==> config.mk <==
export PLATFORM = sky130hd
export DESIGN_NAME = ghost_mover
export DESIGN_NICKNAME = d
export VERILOG_FILES = /design/src/rtl/ghost_mover.sv
export SDC_FILE = /design/constraint.sdc
export NUM_CORES = 1
export LEC_CHECK = 0
export BUFFER_PORTS_ARGS = -buffer_cell sky130_fd_sc_hd__clkbuf_2
export CAP_MARGIN = 20
export CORE_ASPECT_RATIO = 1.4
export CORE_UTILIZATION = 40
export CTS_CLUSTER_SIZE = 8
export DETAILED_ROUTE_END_ITERATION = 12
export HOLD_SLACK_MARGIN = 0.06
export PLACE_DENSITY = 0.53
export SYNTH_ARGS = -nofsm -noshare
export SYNTH_HDL_FRONTEND = slang
export SYNTH_SLANG_ARGS = --single-unit
export TNS_END_PERCENT = 20
==> constraint.sdc <==
create_clock -name clk -period 11.1 [get_ports clk]
set_input_delay 1.665 -clock clk [delete_from_list [all_inputs] [get_ports clk]]
set_output_delay 1.665 -clock clk [all_outputs]
set_load 0.02 [all_outputs]
==> src/rtl/ghost_mover.sv <==
// Per-ghost movement controller: steps the sprite each frame tick and, at tile
// centres, picks the open neighbour tile closest to the target (arcade rules).
module ghost_mover #(
  parameter logic [8:0]  START_X      = 9'd112,
  parameter logic [8:0]  START_Y      = 9'd112,
  parameter logic [1:0]  START_DIR    = 2'd1,
  parameter int unsigned STEP         = 1,
  parameter int unsigned MAZE_W_TILES = 28,
  parameter int unsigned MAZE_H_TILES = 36
) (
  input  logic       clk,
  input  logic       rst,
  input  logic       enable,
  input  logic       frame_tick,
  input  logic [4:0] target_tx,
  input  logic [5:0] target_ty,
  output logic       wall_rd,
  output logic [9:0] wall_addr,
  input  logic       wall_data,
  output logic [8:0] x,
  output logic [8:0] y,
  output logic [1:0] dir,
  output logic       busy
);

  typedef enum logic [2:0] {IDLE, CHECK, EVAL_REQ, EVAL_RSP, MOVE} state_t;

  localparam logic [9:0] XW  = 10'(MAZE_W_TILES * 8);
  localparam logic [9:0] STP = 10'(STEP);

  state_t      state_q;
  logic [8:0]  x_q, y_q;
  logic [1:0]  dir_q, next_dir_q;
  logic        wall_rd_q;
  logic [9:0]  wall_addr_q;
  logic [1:0]  c_q;
  logic        issued_q;
  logic [11:0] dist_q, best_q;
  logic        found_q;
  logic [1:0]  best_dir_q;

  logic              aligned;
  logic [1:0]        cand;
  logic [5:0]        tx, ty;
  logic [5:0]        nb_x;
  logic signed [7:0] nb_y;
  logic              row_ok, rd_ok;
  logic signed [6:0] dx, dy;
  logic signed [13:0] dxw, dyw;
  logic [11:0]       nb_dist;
  logic [9:0]        nb_addr;
  logic              take, win_found;
  logic [1:0]        win_dir;

  assign aligned = (x_q[2:0] == 3'd0) && (y_q[2:0] == 3'd0);
  assign tx      = x_q[8:3];
  assign ty      = y_q[8:3];
  // Neighbour logic is shared: it always describes the candidate about to be requested.
  assign cand    = (state_q == CHECK) ? 2'd0 : c_q + 2'd1;

  always_comb begin
    nb_x = tx;
    nb_y = $signed({2'b00, ty});
    case (cand)
      2'd0: nb_y = nb_y - 8'sd1;
      2'd1: nb_x = (tx == 6'd0) ? 6'(MAZE_W_TILES - 1) : tx - 6'd1;
      2'd2: nb_y = nb_y + 8'sd1;
      default: nb_x = (tx == 6'(MAZE_W_TILES - 1)) ? 6'd0 : tx + 6'd1;
    endcase
    row_ok  = !nb_y[7] && (nb_y[6:0] < 7'(MAZE_H_TILES));
    rd_ok   = row_ok && (cand != (dir_q ^ 2'd2));
    dx      = {1'b0, nb_x} - {2'b00, target_tx};
    dy      = nb_y[6:0] - {1'b0, target_ty};
    dxw     = 14'(dx);
    dyw     = 14'(dy);
    nb_dist = 12'(dxw * dxw + dyw * dyw);
    nb_addr = 10'(nb_y[5:0]) * 10'(MAZE_W_TILES) + 10'(nb_x);
  end

  always_comb begin
    take      = issued_q && !wall_data && (!found_q || (dist_q < best_q));
    win_found = found_q || take;
    win_dir   = take ? c_q : best_dir_q;
  end

  always_ff @(posedge clk or negedge rst) begin
    if (!rst) begin
      state_q     <= IDLE;
      x_q         <= START_X;
      y_q         <= START_Y;
      dir_q       <= START_DIR;
      next_dir_q  <= START_DIR;
      wall_rd_q   <= 1'b0;
      wall_addr_q <= '0;
      c_q         <= '0;
      issued_q    <= 1'b0;
      dist_q      <= '0;
      best_q      <= '1;
      found_q     <= 1'b0;
      best_dir_q  <= '0;
    end else begin
      case (state_q)
        IDLE: if (frame_tick && enable) state_q <= CHECK;
        CHECK: begin
          if (aligned) begin
            found_q    <= 1'b0;
            best_q     <= '1;
            best_dir_q <= dir_q;
            c_q        <= cand;
            wall_rd_q  <= rd_ok;
            if (rd_ok) wall_addr_q <= nb_addr;
            dist_q     <= nb_dist;
            state_q    <= EVAL_REQ;
          end else begin
            next_dir_q <= dir_q;
            state_q    <= MOVE;
          end
        end
        EVAL_REQ: begin
          issued_q  <= wall_rd_q;
          wall_rd_q <= 1'b0;
          state_q   <= EVAL_RSP;
        end
        EVAL_RSP: begin
          found_q    <= win_found;
          best_dir_q <= win_dir;
          if (take) best_q <= dist_q;
          if (c_q == 2'd3) begin
            next_dir_q <= win_found ? win_dir : (dir_q ^ 2'd2);
            state_q    <= MOVE;
          end else begin
            c_q       <= cand;
            wall_rd_q <= rd_ok;
            if (rd_ok) wall_addr_q <= nb_addr;
            dist_q    <= nb_dist;
            state_q   <= EVAL_REQ;
          end
        end
        MOVE: begin
          dir_q <= next_dir_q;
          case (next_dir_q)
            2'd0: y_q <= y_q - 9'(STEP);
            2'd2: y_q <= y_q + 9'(STEP);
            2'd1: begin
              if ({1'b0, x_q} < STP) x_q <= 9'(XW - STP + {1'b0, x_q});
              else                   x_q <= x_q - 9'(STEP);
            end
            default: begin
              if ({1'b0, x_q} + STP >= XW) x_q <= 9'({1'b0, x_q} + STP - XW);
              else                         x_q <= x_q + 9'(STEP);
            end
          endcase
          state_q <= IDLE;
        end
        default: state_q <= IDLE;
      endcase
    end
  end

  assign wall_rd   = wall_rd_q;
  assign wall_addr = wall_addr_q;
  assign x         = x_q;
  assign y         = y_q;
  assign dir       = dir_q;
  assign busy      = (state_q != IDLE);

endmodule
* Yosys cells after proc, flatten, opt, wreduce, memory -nomap -nowiden
Index checks and enable logic that the tools add are counted.
** Word-level totals
- Register bits after elaboration :: 66
- Logic and storage cells :: 123
- Output and inout bits :: 32
- Input bits :: 16
** Cells by class
- Order comparisons :: 4
- Bitwise logic cells :: 2
- Reduce and logical (&&, ||, !) cells :: 30
- Multiply operators :: 3
- Eq/ne operators :: 17
- Muxes and demuxes :: 38
- Add/sub/neg operators :: 16
** Operator list (number)
- two-way mux 12 bit :: 4
- one-hot mux 12 bit (2 select lines) :: 2
- one-hot mux 9 bit (2 select lines) :: 2
- two-way mux 10 bit :: 3
- multiplier 7 x 7 -> 12 bit :: 2
- one-hot mux 10 bit (2 select lines) :: 1
- adder 9 x 1 -> 9 bit (second input constant) :: 2
- two-way mux 9 bit :: 2
- subtractor 9 x 1 -> 9 bit (second input constant) :: 2
- two-way mux 2 bit :: 8
- one-hot mux 8 bit (2 select lines) :: 1
- adder 12 bit :: 1
- < comparator 12 bit :: 1
- two-way mux 6 bit :: 2
- inequality test 2 bit (second input constant) :: 6
- one-hot mux 2 bit (2 select lines) :: 3
- one-hot mux 3 bit (4 select lines) :: 1
- one-hot mux 6 bit (2 select lines) :: 1
- AND reduction 3 bit :: 4
- adder 10 x 6 -> 10 bit :: 1
- adder 9 x 1 -> 10 bit (second input constant) :: 1
- greater-or-equal comparator 10 x 8 -> 1 bit (second input constant) :: 1
- adder 8 x 9 -> 9 bit (first input constant) :: 1
- logical NOT 3 bit :: 3
- other kinds (32) :: 55

* Depth between registers and ports, before layout
Gate-level depths: netlist (run 1).
- Word-level depth :: 10
- Gate-level depth with buffers :: 36
- Mapped depth without buffers :: 36

* Worst setup path after synthesis (run 1)
OpenSTA, ideal clock, no wires.
- Kind :: input -> register
- From :: in target_ty[0]
- To :: reg dist_q[11]
- Buffers on the path :: 0
- Setup slack :: 2881 ps
- Required time :: 11023 ps
- Arrival :: 8142 ps
- Library setup time :: 77 ps
- Cell stages on the path :: 25
- Cell sequence :: ha_1 -> fa_1 -> nand2b_1 -> a21oi_1 -> o21ai_0 -> nand2b_1 -> xor2_2 -> inv_1 -> nor2_1 -> inv_1 -> fa_1 -> inv_1 -> fa_1 -> fa_1 -> fa_1 -> fa_1 -> fa_1 -> ha_1 -> a21oi_1 -> o21ai_0 -> o21ai_0 -> nand2b_1 -> a21oi_1 -> xnor3_1 -> o21ai_1
** Between the ends
- Word-level cells in the longest chain between the ends :: 5
- Elaborated cells between the ends (all ways) :: 6
- Those cells by class :: 2 x add/sub; 1 x mul; 3 x mux
** RTL lines
- start, declared :: RTL line 16 : input logic [5:0] target_ty,
- subtractor 7 x 6 -> 7 bit (*) :: RTL line 73 : dy = nb_y[6:0] - {1'b0, target_ty};
- multiplier 7 x 7 -> 12 bit (*) :: RTL line 76 : nb_dist = 12'(dxw * dxw + dyw * dyw);
- adder 12 bit (*) :: RTL line 76
- two-way mux 12 bit (on tied branches) :: RTL line 128, 105
- one-hot mux 12 bit (2 select lines) (*) :: RTL line 102 : case (state_q)
- end signal, assigned :: RTL line 112 : dist_q <= nb_dist;
- end signal, assigned :: RTL line 135 : dist_q <= nb_dist;
- end, declared :: RTL line 38 : logic [11:0] dist_q, best_q;
Mark *: on every way between the ends. The rest lies on a longest branch, timed or not. The select of a mux whose other input is x is not followed.
A chain may end at the register's enable or synchronous reset.

* Worst setup path after layout (run 1)
- From :: reg c_q[0]
- To :: reg dist_q[11]
** Between the ends
- Word-level cells in the longest chain between the ends :: 10
- Elaborated cells between the ends (all ways) :: 19
- Those cells by class :: 4 x add/sub; 2 x mul; 4 x eq/ne; 6 x mux; 3 x reduce/logical
** RTL lines
- start, declared :: RTL line 36 : logic [1:0] c_q;
- start signal, assigned :: RTL line 109 : c_q <= cand;
- start signal, assigned :: RTL line 132 : c_q <= cand;
- adder 2 x 1 -> 2 bit :: RTL line 59 : assign cand = (state_q == CHECK) ? 2'd0 : c_q + 2'd1;
- two-way mux 2 bit :: RTL line 59
- equality test 2 bit or logical NOT 2 bit (tied branches) :: RTL line 64 : case (cand)
- OR reduction 2 bit (no line)
- one-hot mux 6 bit (2 select lines) :: RTL line 64
- subtractor 6 x 5 -> 7 bit :: RTL line 72 : dx = {1'b0, nb_x} - {2'b00, target_tx};
- multiplier 7 x 7 -> 12 bit :: RTL line 76
- adder 12 bit :: RTL line 76
- two-way mux 12 bit (on tied branches) :: RTL line 128, 105
- one-hot mux 12 bit (2 select lines) :: RTL line 102
Several ways; a longest one is shown, not always the timed one. The select of a mux whose other input is x is not followed.

==> impl_metrics.py, run 1 <==
metrics = {
    "worst_setup_path": {
        "crit_path_frequent_cell": "fa_1",
        "regToRegSetupSlack_ns": 2.18,
        "slowest_stage": "ha_1",
        "worstPathArrival_ns": 9.17,
        "cp.required_ns": 11.35,
        "cp_num_buf_inv": 4,
        "end_kind": "flop",
        "reg2reg_to": "dist_q[11]$_DFFE_PN0P_",
        "cpPeakStageDelay_ns": 0.66,
        "path_max_fanout": 17,
        "r2r_cells": 29,
        "start_kind": "flop",
        "worstReg2RegStart": "c_q[0]$_DFFE_PN0P_",
        "critPathTopFamily": "adder cells",
        "crit_type": "flop to flop",
    },
    "timing": {
        "skew_ns": 0.0105,
        "hold_ws_ns": 0.490,
        "hold_violations": 0,
        "period_share": 0.803,
        "rsz0062_at_grt": "no",
        "finalSetupViolCount": 0,
        "tightest_slew_ns": 0.929,
        "layout_setup_ws_ns": 2.18,
        "max_freq_mhz": 112,
        "setup_tns_ns": 0,
        "slew_violations": 0,
        "min_period_ns": 8.92,
        "slew_headroom": 0.381,
    },
    "synthesis": {
        "ys_types": 69,
        "synth_edf_count": 0,
        "netlist_area_um2": 7920,
        "synth_top_area_cell": "fa_1",
        "synth_ff_type": "dfrtp_1",
        "yosysSeqAreaShare": 0.212,
        "synth_async_sr_flop_share": 1.00,
        "synthTopCellsByArea": "fa_1, dfrtp_1, ha_1",
        "syn_inst": 862,
        "syn_nets": 1035,
        "ys_ff_latch": 66,
        "yosys.area.top_type_share": 0.192,
        "synth.avg_cell_area_um2": 9.19,
        "yosysWarnings": 0,
    },
    "clock_network": {
        "cts_tree": "done",
        "postCtsHoldBufs": 0,
        "path_clk_slew_ns": 0.05,
        "post-cts-setup-buffers": 0,
        "post_cts_resize_count": 0,
        "cts_buffers": 9,
        "cts.htree.levels": 3,
        "worstSkewPairLatency_ns": 0.34,
        "clockBufferDepth": 2,
        "clock_sinks": 66,
        "root_buffer": "clkbuf_16",
    },
    "floorplan": {
        "start_util": 0.411,
        "core_um2": 19300,
        "fp.dieW_um": 121,
        "die_area_um2": 20400,
        "die_height_um": 168,
        "io_pins": 48,
        "rows": 60,
    },
    "drt": {
        "firstDrtPassIters": 4,
        "post-route-drc-count": 0,
        "drtIter0Drc": 185,
        "vias_per_cell": 5.00,
        "ant_nets": 0,
        "wirelength_um": 17800,
        "num_vias": 5751,
        "avgRoutedWirePerCell_um": 15.5,
    },
    "place": {
        "placed_area_um2": 8360,
        "gp_congestion": 0.849,
        "dp_hpwl_um": 14600,
        "pre_cts_ws_ns": 2.15,
        "io_buffers": 47,
    },
    "worst_hold_path": {
        "min_path_cells": 2,
        "hp-start": "best_q[2]$_DFFE_PN1P_",
        "min_path_type": "flop to flop",
        "holdPathEnd": "best_q[2]$_DFFE_PN1P_",
    },
    "global_route": {
        "grt_pass1_vias": 5911,
        "grt_overflow_total": 0,
        "grt_pass1_wl_um": 29800,
        "grt_max_degree": 67,
        "antenna_found_initial": 0,
        "grtUsageTotal": 0.189,
    },
    "layout": {
        "drive_gt1_frac": 0.146,
        "final_common_cell": "inv_1",
        "syn2layout_area_growth_pct": 9.16,
        "postLayoutCellArea_um2": 8650,
        "n_antenna_cell": 0,
        "final_cell_mix": "inv_1, ha_1, fa_1",
        "finish.net_count": 1070,
        "fill_cells": 1944,
    },
    "run": {
        "drv_cap": 0,
    },
    "outcome": {
        "status": "finished, final reports clean",
    },
}
-- registers in the layout (all words and copies together) (netlist names) --
signal      flops
dist_q         12
found_q         1
dir             2
x               9
wall_addr      10
issued_q        1
c_q             2
best_q         12
wall_rd         1
best_dir_q      2
y               9
state_q         3
next_dir_q      2
-- cells in the mapped netlist (3+ instances only) --
cell type  number
and2_1          3
xor2_1         21
buf_2           4
nor4_1          4
inv_1         142
a21o_1         25
o21ai_1        10
mux2_2         12
mux2_4          6
mux2i_1         8
nand2b_1       18
dfstp_2        20
nand4_1         5
o22ai_1         3
clkbuf_1       16
o21bai_1        5
o21ai_0        44
and3_1          4
dfrtp_1        46
o211ai_1        4
nand3_1         9
nor3_1          9
fa_1           76
a31oi_1         6
or2_2           5
nor2b_1         9
a21oi_1        33
nor2_1         57
xnor2_1        50
a21oi_2         3
ha_1           81
o21ai_2         8
nand2_1        69
buf_6           3
-- layout make-up --
| type | count | area (µm²) | area share |
|---|---|---|---|
| Multi-Input combinational cell | 629 | 5590 | 0.646 |
| Inverter | 142 | 533 | 0.0616 |
| Clock inverter | 3 | 40.0 | 0.00463 |
| Clock buffer | 13 | 250 | 0.0289 |
| Tap cell | 248 | 310 | 0.0359 |
| Timing Repair Buffer | 49 | 250 | 0.0289 |
| Sequential cell | 66 | 1680 | 0.194 |
-- layer usage --
metal | wire length (µm) | GRT usage | vias up
met2 | 9220 | 0.333 | 61
met1 | 7820 | 0.234 | 2788
met5 | 0 | 0 | -
li1 | - | - | 2881
met4 | 376 | 0.0655 | 0
met3 | 375 | 0.0273 | 21
-- how the worst max path moves through the flow --
| stage | from | end | slack (ns) | cells past startpoint |
|---|---|---|---|---|
| after floorplan | target_ty[0] | dist_q[11]$_DFFE_PN0P_ | 2.88 | 25 |
| after global placement | c_q[0]$_DFFE_PN0P_ | dist_q[11]$_DFFE_PN0P_ | 2.26 | 29 |
| after detailed placement | c_q[0]$_DFFE_PN0P_ | dist_q[11]$_DFFE_PN0P_ | 2.15 | 29 |
| after CTS | c_q[0]$_DFFE_PN0P_ | dist_q[11]$_DFFE_PN0P_ | 2.09 | 29 |
| after global routing | c_q[0]$_DFFE_PN0P_ | dist_q[11]$_DFFE_PN0P_ | 1.47 | 29 |
| final | c_q[0]$_DFFE_PN0P_ | dist_q[11]$_DFFE_PN0P_ | 2.18 | 29 |
-- cell families (layout without fill, tap and decap cells) --
group,count (synthesis),count (layout),synth area share
DFF,66,66,0.212
AOI/OAI and AO/OA,165,165,0.136
buffers and inverters,167,207,0.0831
adders and majority gates,158,158,0.321
muxes,27,27,0.0400
and+or+nand+nor,206,206,0.124
xor gates and xnor gates,73,73,0.0834
-- worst register-to-register path, delay by kind of cell, from the launching register on --
kind / cells / cell delay, ns
AO/OA/AOI/OAI: 8 / 1.25
XOR/XNOR: 3 / 1.24
buffers and inverters: 4 / 0.52
adder cells (fa/ha/maj): 9 / 4.38
AND/OR/NAND/NOR: 5 / 0.92
flip-flops: 1 / 0.53
-- per-stage QoR --
step / instances / utilization
after global routing: 1150 / 0.448
after CTS: 1150 / 0.448
final: 1150 / 0.448
after detailed placement: 1134 / 0.433
after global placement: 1134 / 0.433
after floorplan: 862 / -
Power of run 1 is left out: the tool's default activity adds up to more than one toggle a clock period on the data nets, which glitch-free logic cannot reach.
==> inputs of run 2 (changes only) <==
ABC_AREA = 1   (was not set)
PLACE_DENSITY = 0.55   (was 0.53)
clock period = 7.3 ns   (was 11.1 ns; I/O delays follow)
==> run 2 against run 1 <==
Clock skew fell by 0.0042 ns. Highest routed layer unchanged. Sequential share of layout area down 2.5 points. Sequential cell count is the same. Critical path type unchanged. Critical endpoint unchanged. Fmax increased by 25%. First-iteration DRC count rose by 47%. Core utilization rose by 5.1 points. Critical path depth rose by 4. Die area increased by 2.0%.
==> impl_metrics.py, run 2 <==
metrics = {
    "outcome": {
        "status": "finished, final reports clean",
    },
    "worst_setup_path": {
        "crit_type": "flop to flop",
        "crit_path_start": "x[4]$_DFFE_PN1P_",
        "cp.required_ns": 7.54,
        "worstPathArrival_ns": 7.36,
        "slowest_stage": "dfstp_2",
        "crit_path_frequent_cell": "nand2_1",
        "cpPeakStageDelay_ns": 0.58,
        "worstReg2RegStart": "x[4]$_DFFE_PN1P_",
        "end_kind": "flop",
        "start_kind": "flop",
        "path_max_fanout": 5,
        "regToRegSetupSlack_ns": 0.18,
    },
    "layout": {
        "syn2layout_area_growth_pct": 22.6,
        "finish.net_count": 1340,
        "fill_cells": 1996,
        "postLayoutCellArea_um2": 9910,
        "drive_gt1_frac": 0.252,
        "regArea_um2": 1680,
        "multi_input_area_um2": 5880,
        "final_cell_mix": "inv_1, nand2_1, buf_4",
        "n_antenna_cell": 0,
    },
    "worst_hold_path": {
        "hp-start": "wall_addr[9]$_DFFE_PN0P_",
        "min_path_type": "flop to flop",
    },
    "clock_network": {
        "clock_sinks": 66,
        "cts_tree": "done",
        "cts_buffers": 9,
        "path_clk_slew_ns": 0.06,
        "clockBufferDepth": 2,
        "worstSkewPairLatency_ns": 0.35,
        "postCtsHoldBufs": 0,
        "cts.htree.levels": 3,
        "root_buffer": "clkbuf_16",
    },
    "synthesis": {
        "yosysSeqAreaShare": 0.208,
        "ys_types": 51,
        "synthTopCellsByArea": "fa_1, dfrtp_1, ha_1",
        "netlist_area_um2": 8080,
        "synth_ff_type": "dfrtp_1",
        "ys_ff_latch": 66,
        "syn_nets": 1207,
        "syn_inst": 1034,
        "synth_edf_count": 0,
        "synth_async_sr_flop_share": 1.00,
        "synth_common_cells": "inv_1, nand2_1, nor2_1",
        "synth_top_area_cell": "fa_1",
        "synth_most_common_cell": "inv_1",
        "synth.avg_cell_area_um2": 7.81,
        "yosys.area.top_type_share": 0.188,
        "yosysWarnings": 0,
    },
    "place": {
        "pre_cts_ws_ns": -0.160,
        "dp_hpwl_um": 16500,
        "io_buffers": 47,
        "placed_area_um2": 9170,
        "gp_congestion": 0.891,
    },
    "timing": {
        "rsz0062_at_grt": "yes",
        "tightest_slew_ns": 0.873,
        "slew_headroom": 0.418,
        "skew_ns": 0.00628,
        "finalSetupViolCount": 0,
        "period_share": 0.975,
        "max_freq_mhz": 140,
        "min_period_ns": 7.12,
        "slew_violations": 0,
        "hold_violations": 0,
        "layout_setup_ws_ns": 0.181,
    },
    "global_route": {
        "grt_pass1_wl_um": 33200,
        "grt_pass1_vias": 7026,
        "grtUsageTotal": 0.206,
        "grt_overflow_total": 0,
        "antenna_found_initial": 0,
        "grt_max_degree": 67,
    },
    "drt": {
        "post-route-drc-count": 0,
        "ant_nets": 0,
        "num_vias": 6933,
        "vias_per_cell": 4.87,
        "avgRoutedWirePerCell_um": 13.9,
        "firstDrtPassIters": 4,
        "wirelength_um": 19900,
        "drtIter0Drc": 272,
    },
    "floorplan": {
        "io_pins": 48,
        "die_height_um": 170,
        "fp.dieW_um": 122,
        "rows": 61,
        "core_um2": 19800,
        "start_util": 0.407,
        "die_area_um2": 20800,
    },
    "run": {
        "drv_cap": 0,
    },
}
run 2: layout make-up:
cell class                      instances  area share
Timing Repair Buffer                  136      0.0920
Inverter                              216      0.0830
Tap cell                              252      0.0318
Multi-Input combinational cell        738       0.594
Sequential cell                        66       0.169
Clock buffer                            9      0.0227
Clock inverter                          7     0.00707
run 2: layer usage:
| metal | GRT usage | part of all wire | wire [µm] |
|---|---|---|---|
| met1 | 0.241 | 0.42 | 8340 |
| met2 | 0.379 | 0.53 | 10500 |
| met5 | 0 | 0 | 0 |
| met3 | 0.0245 | 0.021 | 409 |
| met4 | 0.0753 | 0.028 | 557 |
run 2: repair_timing:
item / in CTS / in global routing
gates resized for setup: 22 / 73
setup endpoints to repair: 5 / 5
buffers inserted: 2 / 7
pin swaps: 11 / 63
run 2: metrics by stage:
step | utilization | std cells | TNS (ns) | hold slack [ns]
6_report | 0.499 | 1424 | 0 | 0.482
2_1_floorplan | - | 1034 | 0 | 0.449
3_5_place_dp | 0.462 | 1399 | -0.383 | 0.474
3_3_place_gp | 0.462 | 1399 | -0.160 | 0.463
5_1_grt | 0.499 | 1424 | -0.515 | 0.514
4_1_cts | 0.482 | 1417 | 0 | 0.488
run 2: worst max-delay path, delay by kind of cell, from the launching register on:
family,cells,cell delay [ns]
xor gates and xnor gates,2,0.49
AOI/OAI and AO/OA,5,0.83
DFF,1,0.58
buffers and inverters,5,0.58
and+or+nand+nor,12,1.02
adders and majority gates,9,3.50
run 2: kinds of logic (layout without fill, tap and decap cells):
kind of cell,count (synthesis),in the layout,synth area share
xor+xnor,46,46,0.0527
flops,66,66,0.208
compound gates,143,143,0.103
simple gates,392,392,0.213
buf+inv,230,368,0.110
fa+ha+maj,157,157,0.314
run 2: path summary, 6_finish.rpt:
kind,end,cells after the start
max in group asynchronous,x[3]$_DFFE_PN0P_,2
setup / recovery,dist_q[11]$_DFFE_PN0P_,33
hold / removal,wall_addr[9]$_DFFE_PN0P_,2
setup reg to reg,dist_q[11]$_DFFE_PN0P_,33
min in group asynchronous,y[8]$_DFFE_PN0P_,2
hold reg to reg,wall_addr[9]$_DFFE_PN0P_,2
Power of run 2 is left out for the same reason.
